File: config.mk
export PLATFORM = sky130hd
export DESIGN_NAME = fp_add_core_seq
export DESIGN_NICKNAME = d
export VERILOG_FILES = /design/src/rtl/fp_add_core_seq.sv
export SDC_FILE = /design/constraint.sdc
export NUM_CORES = 1
export LEC_CHECK = 0
export BUFFER_PORTS_ARGS = -buffer_cell sky130_fd_sc_hd__buf_2
export CORE_ASPECT_RATIO = 0.9
export CORE_MARGIN = 4
export CORE_UTILIZATION = 56
export DETAILED_ROUTE_END_ITERATION = 8
export PLACE_DENSITY = 0.76
export SYNTH_ARGS = -nofsm -noshare
export SYNTH_HDL_FRONTEND = slang
export SYNTH_SLANG_ARGS = --single-unit
File: constraint.sdc
create_clock -name clk -period 6.21 [get_ports clk]
set_input_delay 1.242 -clock clk [delete_from_list [all_inputs] [get_ports clk]]
set_output_delay 1.242 -clock clk [all_outputs]
set_load 0.1 [all_outputs]
File: src/rtl/fp_add_core_seq.sv
// Multi-cycle IEEE-754 single-precision add/subtract core for normal operands.
// Special results from the upstream classifier bypass the datapath in one cycle.
module fp_add_core_seq #(
  parameter int EXP_W = 8,
  parameter int MAN_W = 23,
  parameter int GRS_W = 3
) (
  input  logic                   clk,
  input  logic                   rst,
  input  logic                   start,
  input  logic [EXP_W+MAN_W:0]   a,
  input  logic [EXP_W+MAN_W:0]   b,
  input  logic                   symbol,
  input  logic                   special_flag,
  input  logic [EXP_W+MAN_W:0]   special_in,
  output logic [EXP_W+MAN_W:0]   result,
  output logic                   done,
  output logic                   busy
);

  localparam int W    = 1 + EXP_W + MAN_W;
  localparam int M    = MAN_W + GRS_W + 2;
  localparam int EW   = EXP_W + 2;
  localparam int EMAX = (1 << EXP_W) - 1;
  localparam logic signed [EW-1:0] ONE    = EW'(1);
  localparam logic signed [EW-1:0] EMAX_S = EW'(EMAX);

  typedef enum logic [2:0] {IDLE, ALIGN, ADD, NORM, ROUND, DONE} state_t;

  state_t                 state, state_next;
  logic [W-1:0]           op_a, op_b;
  logic                   eff_sub, sign_r;
  logic signed [EW-1:0]   exp_r;
  logic [M-1:0]           mant_r, mant_y;

  logic                   a_ge_b;
  logic [W-1:0]           op_x, op_y;
  logic [EXP_W-1:0]       exp_diff;
  logic [M-1:0]           mx, my, my_shift, lost_mask;

  logic                   round_up;
  logic [MAN_W+1:0]       rnd;
  logic signed [EW-1:0]   exp_rnd;
  logic [MAN_W-1:0]       frac_rnd;

  assign busy = (state != IDLE);

  // Alignment: the larger magnitude becomes X; bits of Y shifted out collapse into sticky.
  always_comb begin
    a_ge_b    = op_a[W-2:0] >= op_b[W-2:0];
    op_x      = a_ge_b ? op_a : op_b;
    op_y      = a_ge_b ? op_b : op_a;
    exp_diff  = op_x[W-2:MAN_W] - op_y[W-2:MAN_W];
    mx        = {2'b01, op_x[MAN_W-1:0], {GRS_W{1'b0}}};
    my        = {2'b01, op_y[MAN_W-1:0], {GRS_W{1'b0}}};
    lost_mask = ~({M{1'b1}} << exp_diff);
    if (exp_diff >= EXP_W'(M - 1))
      my_shift = {{(M-1){1'b0}}, 1'b1};
    else
      my_shift = (my >> exp_diff) | {{(M-1){1'b0}}, |(my & lost_mask)};
  end

  always_comb begin
    round_up = mant_r[GRS_W-1] & (mant_r[GRS_W] | (|mant_r[GRS_W-2:0]));
    rnd      = {1'b0, mant_r[M-2:GRS_W]} + (MAN_W+2)'(round_up);
    if (rnd[MAN_W+1]) begin
      frac_rnd = rnd[MAN_W:1];
      exp_rnd  = exp_r + ONE;
    end else begin
      frac_rnd = rnd[MAN_W-1:0];
      exp_rnd  = exp_r;
    end
  end

  always_ff @(posedge clk or posedge rst) begin
    if (rst) state <= IDLE;
    else     state <= state_next;
  end

  always_comb begin
    state_next = state;
    case (state)
      IDLE:  if (start) state_next = special_flag ? DONE : ALIGN;
      ALIGN: state_next = ADD;
      ADD:   state_next = NORM;
      NORM: begin
        if (mant_r == '0)            state_next = DONE;
        else if (mant_r[M-1])        state_next = ROUND;
        else if (mant_r[M-2])        state_next = ROUND;
        else if (exp_r <= ONE)       state_next = DONE;
        else                         state_next = NORM;
      end
      ROUND: state_next = DONE;
      DONE:  state_next = IDLE;
      default: state_next = IDLE;
    endcase
  end

  // Datapath registers; the sign of B is folded with symbol when operands are latched.
  always_ff @(posedge clk or posedge rst) begin
    if (rst) begin
      op_a    <= '0;
      op_b    <= '0;
      eff_sub <= 1'b0;
      sign_r  <= 1'b0;
      exp_r   <= '0;
      mant_r  <= '0;
      mant_y  <= '0;
      result  <= '0;
      done    <= 1'b0;
    end else begin
      done <= (state == DONE);
      case (state)
        IDLE: begin
          if (start) begin
            if (special_flag) begin
              result <= special_in;
            end else begin
              op_a    <= a;
              op_b    <= {b[W-1] ^ symbol, b[W-2:0]};
              eff_sub <= a[W-1] ^ b[W-1] ^ symbol;
            end
          end
        end
        ALIGN: begin
          mant_r <= mx;
          mant_y <= my_shift;
          exp_r  <= {{(EW-EXP_W){1'b0}}, op_x[W-2:MAN_W]};
          sign_r <= op_x[W-1];
        end
        ADD: begin
          mant_r <= eff_sub ? (mant_r - mant_y) : (mant_r + mant_y);
        end
        NORM: begin
          if (mant_r == '0) begin
            result <= '0;
          end else if (mant_r[M-1]) begin
            mant_r <= {1'b0, mant_r[M-1:2], mant_r[1] | mant_r[0]};
            exp_r  <= exp_r + ONE;
          end else if (mant_r[M-2]) begin
            mant_r <= mant_r;
          end else if (exp_r <= ONE) begin
            result <= {sign_r, {(W-1){1'b0}}};
          end else begin
            mant_r <= mant_r << 1;
            exp_r  <= exp_r - ONE;
          end
        end
        ROUND: begin
          if (exp_rnd >= EMAX_S)
            result <= {sign_r, {EXP_W{1'b1}}, {MAN_W{1'b0}}};
          else
            result <= {sign_r, exp_rnd[EXP_W-1:0], frac_rnd};
        end
        default: ;
      endcase
    end
  end

endmodule

# Yosys cells after proc, flatten, opt, wreduce, memory -nomap -nowiden
# Cells that the tools add are included.
# Widths: inputs -> output; s select.
[totals] register_bits=168 latchBits=0 ram_bits=0 mem_bits_ro=0 inputBits=101 output_inout_bits=34 word_cells=90 n_memories=0
[classes] addsub=6 mul=0 div_mod_pow=0 magnitude_cmp=4 n_eq_ne=13 shift=2 mux=31 n_bitwise=10 n_reduce_logical=13
[ops] op="$mux 32" n=7
[ops] op="$pmux 32 s3" n=1
[ops] op="$mux 28" n=3
[ops] op="$pmux 28 s3" n=1
[ops] op="$mux 27" n=3
[ops] op="$mux 31" n=2
[ops] op="$mux 10" n=5
[ops] op="$ge 31x31->1" n=1
[ops] op="$add 28x28->28" n=1
[ops] op="$and 27x28->28" n=1
[ops] op="$logic_not 28->1" n=1
[ops] op="$not 28->28" n=1
[ops] op="$or 28x1->28" n=1
[ops] op="$reduce_or 28->1" n=1
[ops] op="$shl 28x8->28 const A" n=1
[ops] op="$shr 27x8->28" n=1
[ops] op="$sub 28x28->28" n=1
[ops] op="$add 24x1->25" n=1
[ops] op="$mux 23" n=1
[ops] op="$pmux 10 s2" n=1
[ops] op="$mux 3" n=6
[ops] op="$ne 3x3->1 const B" n=5
[ops] op="$pmux 3 s5" n=1
[ops] op="$add 10x2->10 const B" n=1
[ops] op="other kinds (21)" n=31

# Logic depth before layout (Yosys ltp)
# Gate-level depths: netlist (run 1).
[depth] ltp_word=9 ltp_mapped=26 mapped_depth_nobuf=21

# Worst setup path after synthesis (run 1)
# Ideal clock, no wire load.
[synth_path] kind="register to register" from="reg op_b[27]" to="reg mant_y[0]" setup_ps=128 t_arrival_ps=4950 required_ps=6082 slack_ps=1132 path_stages_with_launch=24 n_path_buf=5 period_less_slack_ps=5078 path_cell_list="dfrtp_1 -> inv_1 -> ha_1 -> buf_4 -> nand2_1 -> or3_1 -> nor4_4 -> a21o_1 -> buf_4 -> buf_2 -> buf_1 -> buf_2 -> a21oi_1 -> ha_1 -> o21ai_0 -> nand2_1 -> a21oi_1 -> mux2i_2 -> a221oi_2 -> xor2_1 -> nand4_2 -> a2111oi_2 -> a41o_1 -> o31ai_1"
[synth_between] elab_chain_cells=9 word_cells_on_any_way=12 classes_between="1 x add/sub; 2 x order compare; 2 x shift; 3 x mux; 3 x bitwise; 1 x reduce/logical"
[synth_rtl] element="from (decl)" line="31" rtl="logic [W-1:0] op_a, op_b;"
[synth_rtl] element="from (signal assigned)" line="120" rtl="op_b <= {b[W-1] ^ symbol, b[W-2:0]};"
[synth_rtl] element="$ge 31x31->1" line="50" rtl="a_ge_b = op_a[W-2:0] >= op_b[W-2:0];"
[synth_rtl] element="$mux 32 or $mux 31 (tied branches)" line="51, 52"
[synth_rtl] element="$sub 8x8->8" line="53" rtl="exp_diff = op_x[W-2:MAN_W] - op_y[W-2:MAN_W];"
[synth_rtl] element="$shl 28x8->28" line="56" rtl="lost_mask = ~({M{1'b1}} << exp_diff);"
[synth_rtl] element="$not 28->28" line="56"
[synth_rtl] element="$and 27x28->28" line="60" rtl="my_shift = (my >> exp_diff) | {{(M-1){1'b0}}, |(my & lost_mask)};"
[synth_rtl] element="$reduce_or 28->1" line="60"
[synth_rtl] element="$or 28x1->28" line="60"
[synth_rtl] element="$mux 28 *" line="57" rtl="if (exp_diff >= EXP_W'(M - 1))"
[synth_rtl] element="to (signal assigned)" line="127" rtl="mant_y <= my_shift;"
[synth_rtl] element="to (decl)" line="34" rtl="logic [M-1:0] mant_r, mant_y;"
# Mark *: on every way between the ends. The rest lies on a longest branch, timed or not.
# A chain may end at the register's enable or synchronous reset.

# Worst setup path in the final report (run 1)
[layout_path] from="reg op_b[26]" to="reg mant_y[19]"
[layout_between] elab_chain_cells=6 word_cells_on_any_way=8 classes_between="1 x add/sub; 2 x order compare; 1 x shift; 3 x mux; 1 x bitwise"
[layout_rtl] element="$ge 31x31->1" line="50"
[layout_rtl] element="$mux 32 or $mux 31 (tied branches)" line="51, 52"
[layout_rtl] element="$sub 8x8->8" line="53"
[layout_rtl] element="$shr 27x8->28" line="60"
[layout_rtl] element="$or 28x1->28" line="60"
[layout_rtl] element="$mux 28 *" line="57"
# Marked as above.

==> impl_metrics.json, run 1 <==
{
  "status": "finished clean",
  "r2r_start": "op_b[26]",
  "crit_chain": "inv_1, ha_1, nand4_1, or3_1, nor4_4, a21o_2, a21oi_1, ha_1, o21ai_0, nand2_1, a21oi_1, mux2i_2, a221oi_2, xor2_1, nand4_2, nor2_2, nand2_1, o21ai_0",
  "timing.critical_path.from": "op_b[26]",
  "cp-start-kind": "flip-flop",
  "nNetsFinal": 1836,
  "final-seq-area_um2": 4180,
  "drv_slew": 0,
  "syn_to_final_growth_pct": 11.1,
  "path_class": "reg2reg",
  "antenna_found_initial": 2,
  "dr_total_vias": 12800,
  "initial_core_util_pct": 57.3,
  "slowest_delay_ns": 0.56,
  "synth_edf_count": 0,
  "yosysSeqAreaShare_pct": 31.0,
  "clock_latency_ns": 0.44,
  "cts.sinks": 167,
  "n_fill_cell": 2052,
  "first_pass_iters": 5,
  "wl_per_cell_um": 20.7,
  "cts_buffers": 17,
  "ys_types": 88,
  "place_ws_ns": 1.01,
  "skew_ns": 0.0180,
  "io_buffers": 134,
  "fin_area_um2": 15000,
  "hp-class": "reg2reg",
  "finalCritPeriodShare_pct": 85.5,
  "cp_data_arrival_time_ns": 5.65,
  "detail-route-antenna-nets": 0,
  "cts_setup_buffers": 0,
  "cts-root-buf": "clkbuf_16",
  "synthesis.nets": 1762,
  "yosys_warnings": 0,
  "grt_usage_pct": 30.5,
  "worstMarginPinSlew_ns": 1.17,
  "die_w_um": 172,
  "drtIter0Drc": 1359,
  "critical_path_required_ns": 6.55,
  "cts_tree": "yes",
  "drv_cap": 0,
  "grt_max_degree": 72,
  "first_global_vias": 11900,
  "cp_slowest_cell": "nor4_4",
  "core_um2": 23500,
  "placed_area_um2": 14400,
  "multi_input_area_um2": 8660,
  "setup_viol": 0,
  "vias_per_cell": 6.46,
  "final_common_cell": "dfrtp_1",
  "gp_congestion": 0.971,
  "ys_ff_latch": 167,
  "cts_htree_levels": 4,
  "syn_inst": 1596,
  "fmax_mhz": 188,
  "avgSynthCellArea_um2": 8.45,
  "die_y_um": 155,
  "holdBufCountCts": 0,
  "worstPathMaxFanout": 14,
  "fin_setup_tns_ns": 0,
  "drc": 0,
  "dp_cells": 1953,
  "reg2reg_setup_slack_ns": 0.90,
  "hp-start": "result[6]",
  "ioPinCount": 135,
  "drive_gt1_share_pct": 17.7,
  "overflow": 0,
  "setup_slack_ns": 0.902,
  "finalWirelength_mm": 41.1,
  "syn_area_um2": 13500,
  "clockBufferDepth": 2,
  "rsz0062_at_grt": "no",
  "setup.worst_path.end_class": "flip-flop",
  "cts_repair_resize_count": 0,
  "layout_common_cells": "dfrtp_1 (167), nand2_1 (163), a21oi_1 (149), buf_2 (134), o21ai_0 (122)",
  "relSlewSlack_pct": 22.1,
  "hpwlAfterDp_mm": 31.2,
  "grt_pass1_wl_mm": 65.0,
  "path_clk_slew_ns": 0.07,
  "dieArea_um2": 26600,
  "async_flop_share_pct": 100,
  "std_cell_rows": 53,
  "layoutNonFillerInstCount": 1984,
  "synth-main-ff-cell": "dfrtp_1",
  "hold_violations": 0,
  "post-route-min-period_ns": 5.31,
  "antenna_cells": 0
}
[cells by family (layout without fill, tap and decap cells)]
family,after synthesis,count (layout),synth area share (%)
AOI/OAI and AO/OA,483,483,22.5
and+or+nand+nor,460,460,16.3
buffers and inverters,174,260,5.26
muxes,167,167,13.6
DFF,167,167,31.0
xor gates and xnor gates,80,80,5.25
adders and majority gates,65,65,6.08
[worst paths after layout]
path                                    to  cells after the start
min in group asynchronous       mant_r[10]                      2
worst max register to register  mant_y[19]                     18
worst min-delay path             result[6]                      2
max in group asynchronous        mant_r[3]                      3
worst min register to register   result[6]                      2
worst max-delay path            mant_y[19]                     18
[per-layer routing]
layer  vias to the layer above  GRT usage (%)  routed length [µm]
met2                       580           47.0               18400
met4                         0           8.11                 976
li1                       6015              -                   -
met5                         -              0                   0
met3                        73           6.17                3480
met1                      6139           43.9               18200
[registers in the layout (all words and copies together), names as in the netlist]
name / cells
mant_r: 28
mant_y: 27
sign_r: 1
op_b: 32
result: 32
done: 1
state: 3
exp_r: 10
op_a: 32
eff_sub: 1
[through the flow]
stage	hold WS [ns]	util [%]
2_1_floorplan	0.479	-
3_3_place_gp	0.458	61.0
3_5_place_dp	0.465	61.0
4_1_cts	0.482	63.7
5_1_grt	0.500	63.7
6_report	0.476	63.7
[critical path, delay by kind of cell, from the launching register on]
family | cells | cell delay, ns
AND/OR/NAND/NOR | 7 | 2.23
AO/OA/AOI/OAI | 6 | 1.19
adder cells (fa/ha/maj) | 2 | 0.79
flip-flops | 1 | 0.40
XOR/XNOR | 1 | 0.36
multiplexers | 1 | 0.15
buffers and inverters | 1 | 0.09
[cells in the mapped netlist (22+ instances only)]
| library cell | instances | area (µm²) |
|---|---|---|
| a21oi_1 | 151 | 756 |
| a22oi_1 | 22 | 165 |
| clkbuf_1 | 78 | 293 |
| dfrtp_1 | 167 | 4180 |
| ha_1 | 64 | 801 |
| inv_1 | 66 | 248 |
| mux2_2 | 68 | 766 |
| mux2i_1 | 92 | 921 |
| nand2_1 | 163 | 612 |
| nand3_1 | 44 | 220 |
| nor2_1 | 89 | 334 |
| nor3_1 | 40 | 200 |
| o21ai_0 | 122 | 611 |
| xnor2_1 | 55 | 482 |
| xor2_1 | 24 | 210 |
[area by class of cell]
class / instances / area share [%]
flip-flops and latches: 167 / 27.9
clock inverters: 14 / 1.41
clock buffers: 17 / 2.84
multi-input cells: 1255 / 57.8
repair buffers: 162 / 5.87
inverters: 67 / 1.71
well taps: 302 / 2.52
Power of run 1 is left out: the tool's default activity adds up to more than one toggle a clock period on the data nets, which glitch-free logic cannot reach.
==> run 2: changes to the inputs <==
Settings changed: CELL_PAD_IN_SITES_DETAIL_PLACEMENT set to 1, CELL_PAD_IN_SITES_GLOBAL_PLACEMENT set to 2, CORE_UTILIZATION 56 to 37, PLACE_DENSITY 0.76 to not set, PLACE_DENSITY_LB_ADDON set to 0.1.
==> impl_metrics.json, run 2 (synthesized netlist as in run 1, its figures left out) <==
{
  "status": "finished clean",
  "cts_setup_buffers": 0,
  "cts_htree_levels": 4,
  "setup.worst_path.end_class": "flip-flop",
  "std_cell_rows": 66,
  "cp-start-kind": "flip-flop",
  "worstPathMaxFanout": 14,
  "post-route-min-period_ns": 5.50,
  "core_um2": 36100,
  "holdBufCountCts": 0,
  "io_buffers": 134,
  "worstMarginPinSlew_ns": 1.22,
  "placed_area_um2": 14600,
  "critical_path_required_ns": 6.58,
  "reg.largest.list": "op_a: 32 flops, op_b: 32 flops, result: 32 flops",
  "grt_pass1_wl_mm": 76.7,
  "clock_latency_ns": 0.47,
  "syn_to_final_growth_pct": 12.5,
  "cts_repair_resize_count": 0,
  "antenna_cells": 0,
  "cts_tree": "yes",
  "drv_cap": 0,
  "drive_gt1_share_pct": 17.7,
  "cp_slowest_cell": "nor2_2",
  "fin_hold_ws_ns": 0.477,
  "ioPinCount": 135,
  "gp_congestion": 0.857,
  "hpwlAfterDp_mm": 37.3,
  "grt_usage_pct": 24.5,
  "hp-start": "result[4]",
  "dr_total_vias": 12600,
  "fmax_mhz": 182,
  "clockBufferDepth": 2,
  "hp-class": "reg2reg",
  "fin_setup_tns_ns": 0,
  "critPathBufInv": 1,
  "finalWirelength_mm": 48.8,
  "r2r_start": "op_b[26]",
  "cts-root-buf": "clkbuf_16",
  "first_global_vias": 12900,
  "vias_per_cell": 5.85,
  "drtIter0Drc": 707,
  "final_common_cell": "dfrtp_1",
  "die_w_um": 209,
  "drc": 0,
  "nNetsFinal": 1839,
  "fin_area_um2": 15200,
  "final-seq-area_um2": 4180,
  "path_class": "reg2reg",
  "grt_max_degree": 67,
  "layout_common_cells": "dfrtp_1 (167), nand2_1 (163), a21oi_1 (149), buf_2 (134), o21ai_0 (122)",
  "detail-route-antenna-nets": 0,
  "overflow": 0,
  "relSlewSlack_pct": 18.6,
  "rsz0062_at_grt": "no",
  "antenna_found_initial": 1,
  "n_fill_cell": 4347,
  "setup_viol": 0,
  "cpLargestDelayFamily": "simple AND/OR/NAND/NOR gates",
  "cts.sinks": 167,
  "multi_input_area_um2": 8670,
  "r2r-end": "mant_y[24]",
  "cts_buffers": 17,
  "cp_data_arrival_time_ns": 5.87,
  "initial_core_util_pct": 37.4,
  "whs_path_depth": 2,
  "dieArea_um2": 39600,
  "fin_util_pct": 42.1,
  "holdPathEnd": "result[4]",
  "first_pass_iters": 6,
  "drv_slew": 0,
  "finalCritPeriodShare_pct": 88.5,
  "reg2reg_setup_slack_ns": 0.71,
  "slowest_delay_ns": 0.58,
  "ff2ff_path_depth": 18,
  "crit_chain": "inv_1, ha_1, nand4_1, or3_1, nor4_4, a21o_2, a21oi_1, ha_1, o21ai_0, nand2_1, a21oi_1, mux2i_2, a221oi_2, xor2_1, nand4_2, nor2_2, nand2_1, o21ai_0",
  "die_y_um": 189,
  "wl_per_cell_um": 22.6,
  "hold_violations": 0,
  "skew_ns": 0.0162,
  "path_clk_slew_ns": 0.07
}
-- run 2: changes by cell type in the layout (fill, tap and decap cells not counted), sizes merged --
cell,change
clkinvlp,+3
clkbuf,+2
buf,+3
inv,-5
bufinv,-2
clkinv,+2
-- run 2: worst max-delay path by stage --
stage	from	endpoint	slack, ns	cells past startpoint
2_1_floorplan	rst	done	0.45	1
3_3_place_gp	op_b[26]	mant_y[22]	0.92	18
3_5_place_dp	op_b[26]	mant_y[24]	0.73	18
4_1_cts	op_b[26]	mant_y[24]	0.71	18
5_1_grt	op_b[26]	mant_y[24]	0.24	18
6_report	op_b[26]	mant_y[24]	0.71	18
-- run 2: per-layer routing --
| layer | vias up | GRT usage (%) | share of wire, % |
|---|---|---|---|
| li1 | 6002 | - | - |
| met1 | 6300 | 34.4 | 48 |
| met2 | 280 | 38.5 | 45 |
| met3 | 52 | 5.58 | 5.0 |
| met4 | 2 | 5.70 | 1.7 |
| met5 | - | 0 | 0.027 |
-- run 2: tightest hold or removal path: stages, from the launching register on --
cell and delay, ns:
dfrtp_1 0.34, nand2_1 0.04, o21ai_0 0.06
-- run 2: layout make-up --
class | instances | share of cell area (%)
clock buffers | 19 | 2.92
clock inverters | 12 | 0.841
inverters | 67 | 1.69
multi-input cells | 1255 | 57.1
flip-flops and latches | 167 | 27.5
well taps | 476 | 3.92
repair buffers | 165 | 5.95
-- run 2: metrics by stage --
stage / setup WS, ns / instances
after floorplan: 0.450 / 1596
after global placement: 0.916 / 2130
after detailed placement: 0.726 / 2130
after CTS: 0.709 / 2161
after global routing: 0.237 / 2161
final: 0.712 / 2161
Power of run 2 is left out for the same reason.
